--- src/rtl/dmem_arb_pkg.sv ---
// Shared types and constants for the two-port dmem arbiter.
// Request bundle widths match the default dmem geometry (2K words x 32 bits).
package dmem_arb_pkg;

    localparam int REQ_ADDR_W = 11;
    localparam int REQ_DATA_W = 32;

    typedef enum logic {
        PRIO_P0 = 1'b0,
        P1_LOCK = 1'b1
    } arb_state_t;

    localparam logic OWNER_P0 = 1'b0;
    localparam logic OWNER_P1 = 1'b1;

    typedef struct packed {
        logic                  read;
        logic [3:0]            writeb;
        logic [REQ_ADDR_W-1:0] addr;
        logic [REQ_DATA_W-1:0] wdata;
    } mem_req_t;

endpackage

--- src/rtl/dmem_arb_prio.sv ---
// Combinational grant decision: p0 has priority unless p1 is starved or
// holds a locked burst. At most one winner per cycle.
module dmem_arb_prio
    import dmem_arb_pkg::*;
(
    input  arb_state_t state,
    input  logic       p0_req,
    input  logic       p1_req,
    input  logic       starve,
    output logic       p0_win,
    output logic       p1_win
);

    always_comb begin
        p0_win = 1'b0;
        p1_win = 1'b0;
        if (state == P1_LOCK) begin
            p1_win = p1_req;
        end else if (p1_req && (!p0_req || starve)) begin
            p1_win = 1'b1;
        end else begin
            p0_win = p0_req;
        end
    end

endmodule

--- src/rtl/dmem_arbiter.sv ---
// Two-requester arbiter in front of the single-port dmem: grant, request mux,
// 1-cycle read-return routing, starvation bound and locked port-1 bursts.
module dmem_arbiter
    import dmem_arb_pkg::*;
#(
    parameter int ADDR_W       = REQ_ADDR_W,
    parameter int DATA_W       = REQ_DATA_W,
    parameter int STARVE_LIMIT = 4,
    parameter int MAX_BURST    = 8
) (
    input  logic              clk,
    input  logic              rst_n,
    input  logic              p0_req,
    input  logic              p0_read,
    input  logic [3:0]        p0_writeb,
    input  logic [ADDR_W-1:0] p0_addr,
    input  logic [DATA_W-1:0] p0_wdata,
    output logic              p0_gnt,
    output logic              p0_rvalid,
    output logic [DATA_W-1:0] p0_rdata,
    input  logic              p1_req,
    input  logic              p1_read,
    input  logic [3:0]        p1_writeb,
    input  logic [ADDR_W-1:0] p1_addr,
    input  logic [DATA_W-1:0] p1_wdata,
    input  logic              p1_lock,
    output logic              p1_gnt,
    output logic              p1_rvalid,
    output logic [DATA_W-1:0] p1_rdata,
    output logic              mem_read,
    output logic [3:0]        mem_writeb,
    output logic [ADDR_W-1:0] mem_addr,
    output logic [DATA_W-1:0] mem_wdata,
    input  logic [DATA_W-1:0] mem_rdata
);

    localparam int SC_W = $clog2(STARVE_LIMIT + 1);
    localparam int BC_W = $clog2(MAX_BURST + 1);

    arb_state_t      state;
    logic [SC_W-1:0] starve_cnt;
    logic [BC_W-1:0] burst_cnt;
    logic            rd_pend;
    logic            rd_owner;
    logic            starve;
    logic            p0_win;
    logic            p1_win;
    mem_req_t        req0;
    mem_req_t        req1;
    mem_req_t        sel;

    function automatic logic [SC_W-1:0] sat_inc(input logic [SC_W-1:0] v);
        return (v == SC_W'(STARVE_LIMIT)) ? v : v + SC_W'(1);
    endfunction

    assign starve = (starve_cnt == SC_W'(STARVE_LIMIT));

    dmem_arb_prio u_prio (
        .state  (state),
        .p0_req (p0_req),
        .p1_req (p1_req),
        .starve (starve),
        .p0_win (p0_win),
        .p1_win (p1_win)
    );

    // Grants are forced low while reset is held so the dmem sees no access.
    assign p0_gnt = rst_n & p0_win;
    assign p1_gnt = rst_n & p1_win;

    assign req0 = '{read: p0_read, writeb: p0_writeb,
                    addr: REQ_ADDR_W'(p0_addr), wdata: REQ_DATA_W'(p0_wdata)};
    assign req1 = '{read: p1_read, writeb: p1_writeb,
                    addr: REQ_ADDR_W'(p1_addr), wdata: REQ_DATA_W'(p1_wdata)};

    always_comb begin
        sel = '0;
        if (p0_gnt) begin
            sel = req0;
        end else if (p1_gnt) begin
            sel = req1;
        end
    end

    // Any byte enable turns a read-and-write request into a plain write.
    assign mem_read   = sel.read & (sel.writeb == 4'b0000);
    assign mem_writeb = sel.writeb;
    assign mem_addr   = ADDR_W'(sel.addr);
    assign mem_wdata  = DATA_W'(sel.wdata);

    assign p0_rvalid = rst_n & rd_pend & (rd_owner == OWNER_P0);
    assign p1_rvalid = rst_n & rd_pend & (rd_owner == OWNER_P1);
    assign p0_rdata  = rst_n ? mem_rdata : '0;
    assign p1_rdata  = rst_n ? mem_rdata : '0;

    always_ff @(posedge clk or negedge rst_n) begin
        if (!rst_n) begin
            state      <= PRIO_P0;
            starve_cnt <= '0;
            burst_cnt  <= '0;
            rd_pend    <= 1'b0;
            rd_owner   <= OWNER_P0;
        end else begin
            rd_pend  <= mem_read;
            rd_owner <= p1_gnt ? OWNER_P1 : OWNER_P0;

            if (p1_gnt || !p1_req) begin
                starve_cnt <= '0;
            end else begin
                starve_cnt <= sat_inc(starve_cnt);
            end

            case (state)
                PRIO_P0: begin
                    if (p1_gnt && p1_lock && (MAX_BURST > 1)) begin
                        state     <= P1_LOCK;
                        burst_cnt <= BC_W'(1);
                    end
                end
                P1_LOCK: begin
                    // The grant that completes the burst is still serviced this cycle.
                    if (!p1_req || !p1_lock || (burst_cnt == BC_W'(MAX_BURST - 1))) begin
                        state      <= PRIO_P0;
                        burst_cnt  <= '0;
                        starve_cnt <= '0;
                    end else begin
                        burst_cnt <= burst_cnt + BC_W'(1);
                    end
                end
                default: state <= PRIO_P0;
            endcase
        end
    end

endmodule
--- config.mk ---
export PLATFORM = sky130hd
export DESIGN_NAME = dmem_arbiter
export DESIGN_NICKNAME = d
export VERILOG_FILES = /design/src/rtl/dmem_arb_pkg.sv /design/src/rtl/dmem_arb_prio.sv /design/src/rtl/dmem_arbiter.sv
export SDC_FILE = /design/constraint.sdc
export NUM_CORES = 1
export LEC_CHECK = 0
export BUFFER_PORTS_ARGS = -buffer_cell sky130_fd_sc_hd__buf_2
export CAP_MARGIN = 20
export CORE_AREA = 2 2 96 98
export CTS_CLUSTER_SIZE = 30
export DETAILED_ROUTE_END_ITERATION = 16
export DIE_AREA = 0 0 98 100
export HOLD_SLACK_MARGIN = 0.1
export PLACE_DENSITY = 0.6
export SLEW_MARGIN = 20
export SYNTH_ARGS = -nofsm -noshare
export SYNTH_HDL_FRONTEND = slang
export SYNTH_SLANG_ARGS = --single-unit
--- constraint.sdc ---
create_clock -name clk -period 1.85 [get_ports clk]
set_input_delay 0.2775 -clock clk [delete_from_list [all_inputs] [get_ports clk]]
set_output_delay 0.2775 -clock clk [all_outputs]
set_load 0.05 [all_outputs]
# After elaboration in Yosys (flattened, before gate mapping)
# Index checks and enable logic that the tools add are counted.
[op_classes]
bitwise_logic = 8
addsub = 2
n_reduce_logical = 10
n_eq_ne = 3
mux = 18
[ops]
columns = ["op", "n"]
rows = [
  ["$mux W48", 2],
  ["$mux W32", 1],
  ["$mux W3", 4],
  ["$mux W4", 2],
  ["$pmux W4 S2", 1],
  ["$mux W1", 7],
  ["$and A1 B1 Y1", 6],
  ["$add A4 B1 Y4 const B", 1],
  ["$eq A4 B3 Y1 const B", 1],
  ["$logic_not A4 Y1", 1],
  ["$logic_or A1 B1 Y1", 4],
  ["$add A3 B1 Y3 const B", 1],
  ["$eq A3 B3 Y1 const B", 1],
  ["$logic_not A1 Y1", 3],
  ["$logic_and A1 B1 Y1", 2],
  ["$ne A2 B2 Y1 const B", 1],
  ["$not A1 Y1", 2],
  ["$pmux W1 S2", 1],
]
[totals]
wordCells = 46
out_inout_bits = 116
register_bits = 10

# Longest topological paths before layout
[logic_depth]
ltp_word = 10
depth_mapped = 7
mapped_depth_nobuf = 5

# Modules after synthesis
# From an unflattened synthesis, not the netlist that was laid out.
[unflattened]
cells_unflattened = 186
hier_area_um2 = 1524.0
[modules_own_cells]
columns = ["module", "cells_each", "instances", "area_per_inst_um2"]
rows = [
  ["dmem_arbiter", 183, 1, 1497.7],
  ["dmem_arb_prio", 3, 1, 26.3],
]

# Worst setup path after synthesis
# OpenSTA, ideal clock, no wires.
[synth_timing]
path_type = "flip-flop to output port"
startpoint = "reg starve_cnt[0]"
endpoint = "out mem_addr[10]"
required_time_ps = 1572
path_buffers = 1
slack_ps = -177
arrival_time_ps = 1749
path_stages_with_launch = 7
cell_sequence = "dfrtp_1 inv_1 ha_1 nand2_4 a21oi_2 buf_2 a22o_1"
[synth_via]
elab_chain_len = 8
elab_cells_between_ends = 11
cone_classes = "eq/ne: 1; mux: 6; bitwise: 2; reduce/logical: 2"
[synth_lines]
columns = ["element", "line_no", "source"]
rows = [
  ["start, declared", "dmem_arbiter.sv:41", "logic [SC_W-1:0] starve_cnt;"],
  ["start signal, assigned", "dmem_arbiter.sv:110", "starve_cnt <= sat_inc(starve_cnt);"],
  ["$eq A3 B3 Y1", "dmem_arbiter.sv:56", "assign starve = (starve_cnt == SC_W'(STARVE_LIMIT));"],
  ["$logic_or A1 B1 Y1", "dmem_arb_prio.sv:19", "end else if (p1_req && (!p0_req || starve)) begin"],
  ["$logic_and A1 B1 Y1", "dmem_arb_prio.sv:19", ""],
  ["$mux W1", "dmem_arb_prio.sv:19", ""],
  ["$mux W1", "dmem_arb_prio.sv:17", "if (state == P1_LOCK) begin"],
  ["$and A1 B1 Y1", "dmem_arbiter.sv:69", "assign p1_gnt = rst_n & p1_win;"],
  ["via p1_gnt", "dmem_arbiter.sv:27", "output logic p1_gnt,"],
  ["$mux W48", "dmem_arbiter.sv:80", "end else if (p1_gnt) begin"],
  ["$mux W48", "dmem_arbiter.sv:78", "if (p0_gnt) begin"],
  ["end, declared", "dmem_arbiter.sv:32", "output logic [ADDR_W-1:0] mem_addr,"],
]
# The timed path passes the listed nets, and every way through them passes these cells.

# Worst setup path after layout
[layout_timing]
startpoint = "reg starve_cnt[0]"
endpoint = "out mem_addr[2]"
[layout_via]
elab_chain_len = 8
elab_cells_between_ends = 11
cone_classes = "eq/ne: 1; mux: 6; bitwise: 2; reduce/logical: 2"
[layout_lines]
columns = ["element", "line_no"]
rows = [
  ["$eq A3 B3 Y1 (*)", "dmem_arbiter.sv:56"],
  ["$logic_or A1 B1 Y1 (*)", "dmem_arb_prio.sv:19"],
  ["$logic_and A1 B1 Y1 (*)", "dmem_arb_prio.sv:19"],
  ["$mux W1", "dmem_arb_prio.sv:19"],
  ["$mux W1", "dmem_arb_prio.sv:17"],
  ["$and A1 B1 Y1", "dmem_arbiter.sv:69"],
  ["$mux W48", "dmem_arbiter.sv:80"],
  ["$mux W48 (*)", "dmem_arbiter.sv:78"],
]
# Every way passes the cells marked *; elsewhere a longest branch is shown, timed or not.

==> results.cfg <==
[floorplanning]
core_area_um2 = 8890
fp.dieArea_um2 = 9800
start_util_pct = 17.6
ios = 249
die_w_um = 98
rows = 35
die_h_um = 100

[power_and_ir_drop]
swShare_pct = 50.2
seqPwrFrac_pct = 14.3
p_switching_w = 0.000870
p_comb_share_pct = 69.9
clkPwrFrac_pct = 15.8
power.internal_w = 0.000863
power_density_nw_per_um2 = 522
power_w = 0.00173
worst_ir_drop_vdd_v = 0.000221
p_leak_nw = 1.90

[logic_synthesis]
synth_edf_count = 0
netlist.area_leader.share_pct = 25.8
netlist_area_um2 = 1560
ys.flop_type = dfrtp_1
synth_nets = 321
yosysTopAreaCell = a22o_1
synthTopCellsByArea = a22o_1 (26%), buf_4 (17%), dfrtp_1 (16%)
async_reset_ff_share_pct = 100
syn_inst = 185
yosysSeqAreaShare_pct = 16.0
synth_warnings = 0
synth.distinct_cells = 35
ys_ff_latch = 10
avgSynthCellArea_um2 = 8.44

[clock_tree]
cts-root-buf = clkbuf_8
path_clk_slew_ps = 50
cts_tree = built
cts.htree.levels = 1
clock_latency_ps = 240
clk_path_buf_depth = 2
numCtsBuffers = 3
clock-sinks = 10

[routing]
final_antenna_net_count = 0
vias = 2320
via_per_inst = 4.44
drc = 0
wirelength_mm = 7.77
drtIter0Drc = 57
firstDrtPassIters = 4
wl_per_cell_um = 14.9

[placed_design]
gp_congestion = 0.732
port_buffers = 248
dpl_cell_area_um2 = 2860
hpwl_mm = 6.29
dpl.cell_count = 513

[finish]
drive_gt1_share_pct = 75.5
final_area_um2 = 3320
fin_cells = 523
regArea_um2 = 250
syn_to_final_growth_pct = 113
final_util_pct = 37.4
fillers = 930
fin_nets = 549
antennaDiodeCount = 0
multi_input_area_um2 = 1070

[grt]
grt.total_usage_pct = 14.0
grt_pass1_wl_mm = 11.0
antenna_found_initial = 1
grt_pass1_vias = 2195
overflow = 0
grt_max_degree = 50

[timing]
final_hold_viol_count = 0
slew_headroom_pct = 76.3
tightest_slew_ps = 354
timing.final.ws_setup_ps = -174
skew_ps = 5.11
setup_viol = 49
period_share_pct = 109
rsz0062_at_grt = yes
clock.fmax_mhz = 494
report.final.slew_viol_count = 0
period_minus_slack_ps = 2020

[critical_path]
cp_top_family = compound AO/OA/AOI/OAI gates
crit_type = register to output pin
crit_path_cell_trace = inv_2 > ha_4 > nand2_4 > o211a_4 > buf_12 > a22o_2 > buf_6
crit_buf_inv = 3
start_kind = register
endpoint_kind = output pin
required_ps = 1570
slowest_stage = dfrtp_1
arrival_ps = 1750
crit_fanout = 32
slowest_delay_ps = 380

[run]
maxCapViolations = 0

[worst_hold_path]
min_path_type = input pin to register

[outcome]
outcome = complete, but fails checks
violations = negative setup slack
[metal layers]
| layer | part of all wire [%] | global-route usage, % |
|---|---|---|
| met1 | 40 | 17.2 |
| met5 | 0.17 | 0 |
| met4 | 1.6 | 4.17 |
| met2 | 50 | 24.9 |
| met3 | 8.4 | 2.51 |
[final cells by class]
cell class              count  share of cell area, %
clock buffers               4                   1.66
flip-flops and latches     10                   7.54
inverters                   8                  0.904
well taps                 111                   4.18
repair buffers            269                   53.5
multi-input cells         121                   32.2
[cells in the final DEF (no fill, tap or decap), types with 2 or more instances in the layout]
cell type | synthesis | layout
buf_8 | 0 | 2
clkbuf_8 | 0 | 4
inv_1 | 8 | 6
a211oi_1 | 2 | 2
ha_1 | 3 | 2
and2_1 | 32 | 32
and3_1 | 4 | 4
inv_2 | 0 | 2
buf_2 | 6 | 199
o211ai_1 | 2 | 2
xnor2_1 | 2 | 2
a21bo_2 | 2 | 2
buf_4 | 35 | 14
dlygate4sd3_1 | 0 | 2
a22o_2 | 1 | 22
nand2_1 | 4 | 4
dfrtp_1 | 10 | 10
buf_12 | 0 | 3
a22o_1 | 46 | 18
a21oi_1 | 4 | 4
a22o_4 | 0 | 7
nand3_1 | 2 | 2
buf_6 | 1 | 48
[power groups by stage]
stage                     logic (W)  registers (W)  clock network (W)
final                       0.00121       0.000247           0.000274
after floorplan            0.000795       0.000250                  0
after global placement      0.00108       0.000249                  0
after CTS                   0.00120       0.000247           0.000280
after global routing        0.00127       0.000250           0.000295
after detailed placement    0.00109       0.000250                  0
[cell usage after synthesis (2+ instances only)]
cell type and number:
a21bo_2 2, a22o_1 46, inv_1 8, a21oi_1 4
ha_1 3, buf_2 6, and3_1 4, a211oi_1 2
buf_4 35, xnor2_1 2, o211ai_1 2, dfrtp_1 10
and2_1 32, nand3_1 2, nand2_1 4, clkbuf_1 4
[final timing paths]
kind	cells past startpoint	endpoint	from	slack, ps
min	3	starve_cnt[0]	p1_req	360
max	7	mem_addr[2]	starve_cnt[0]	-170
max reg2reg	7	rd_pend	starve_cnt[0]	400
min reg2reg	1	burst_cnt[1]	burst_cnt[1]	520
min in group asynchronous	3	burst_cnt[3]	rst_n	730
max in group asynchronous	3	starve_cnt[0]	rst_n	830
[cells by family (layout without fill, tap and decap cells)]
| kind of cell | after synthesis | after routing | synth area share, % |
|---|---|---|---|
| AOI/OAI and AO/OA | 67 | 67 | 37.9 |
| buffers and inverters | 54 | 281 | 22.4 |
| and+or+nand+nor | 49 | 49 | 20.2 |
| DFF | 10 | 10 | 16.0 |
| adders and majority gates | 3 | 3 | 2.40 |
| xor gates and xnor gates | 2 | 2 | 1.12 |
[worst min-delay path, cell delays in order]
cell and delay (ps):
buf_2 120, inv_1 100, a211oi_1 50
[sequential cells by signal (all words and copies together), names as in the netlist]
register and cells:
starve_cnt 3, rd_pend 1, burst_cnt 4, rd_owner 1
state 1
[stage by stage]
step	worst slack (ps)	hold slack [ps]	setup TNS, ps
2_1_floorplan	-23.1	-18.1	-208
3_3_place_gp	-74.2	318	-74.2
3_5_place_dp	-107	331	-691
4_1_cts	-171	332	-6860
5_1_grt	-242	373	-10420
6_report	-174	365	-6770
[timing repair]
| action | 4_1_cts | 5_1_grt |
|---|---|---|
| endpoints found under the setup margin | 50 | 50 |
| gates resized for setup | 102 | 3 |
| hold endpoints to repair | 10 | 0 |
| setup buffers | 1 | 2 |
| gates cloned | 0 | 1 |
| hold buffers | 2 | 0 |
Power figures use the tool's default switching activity.
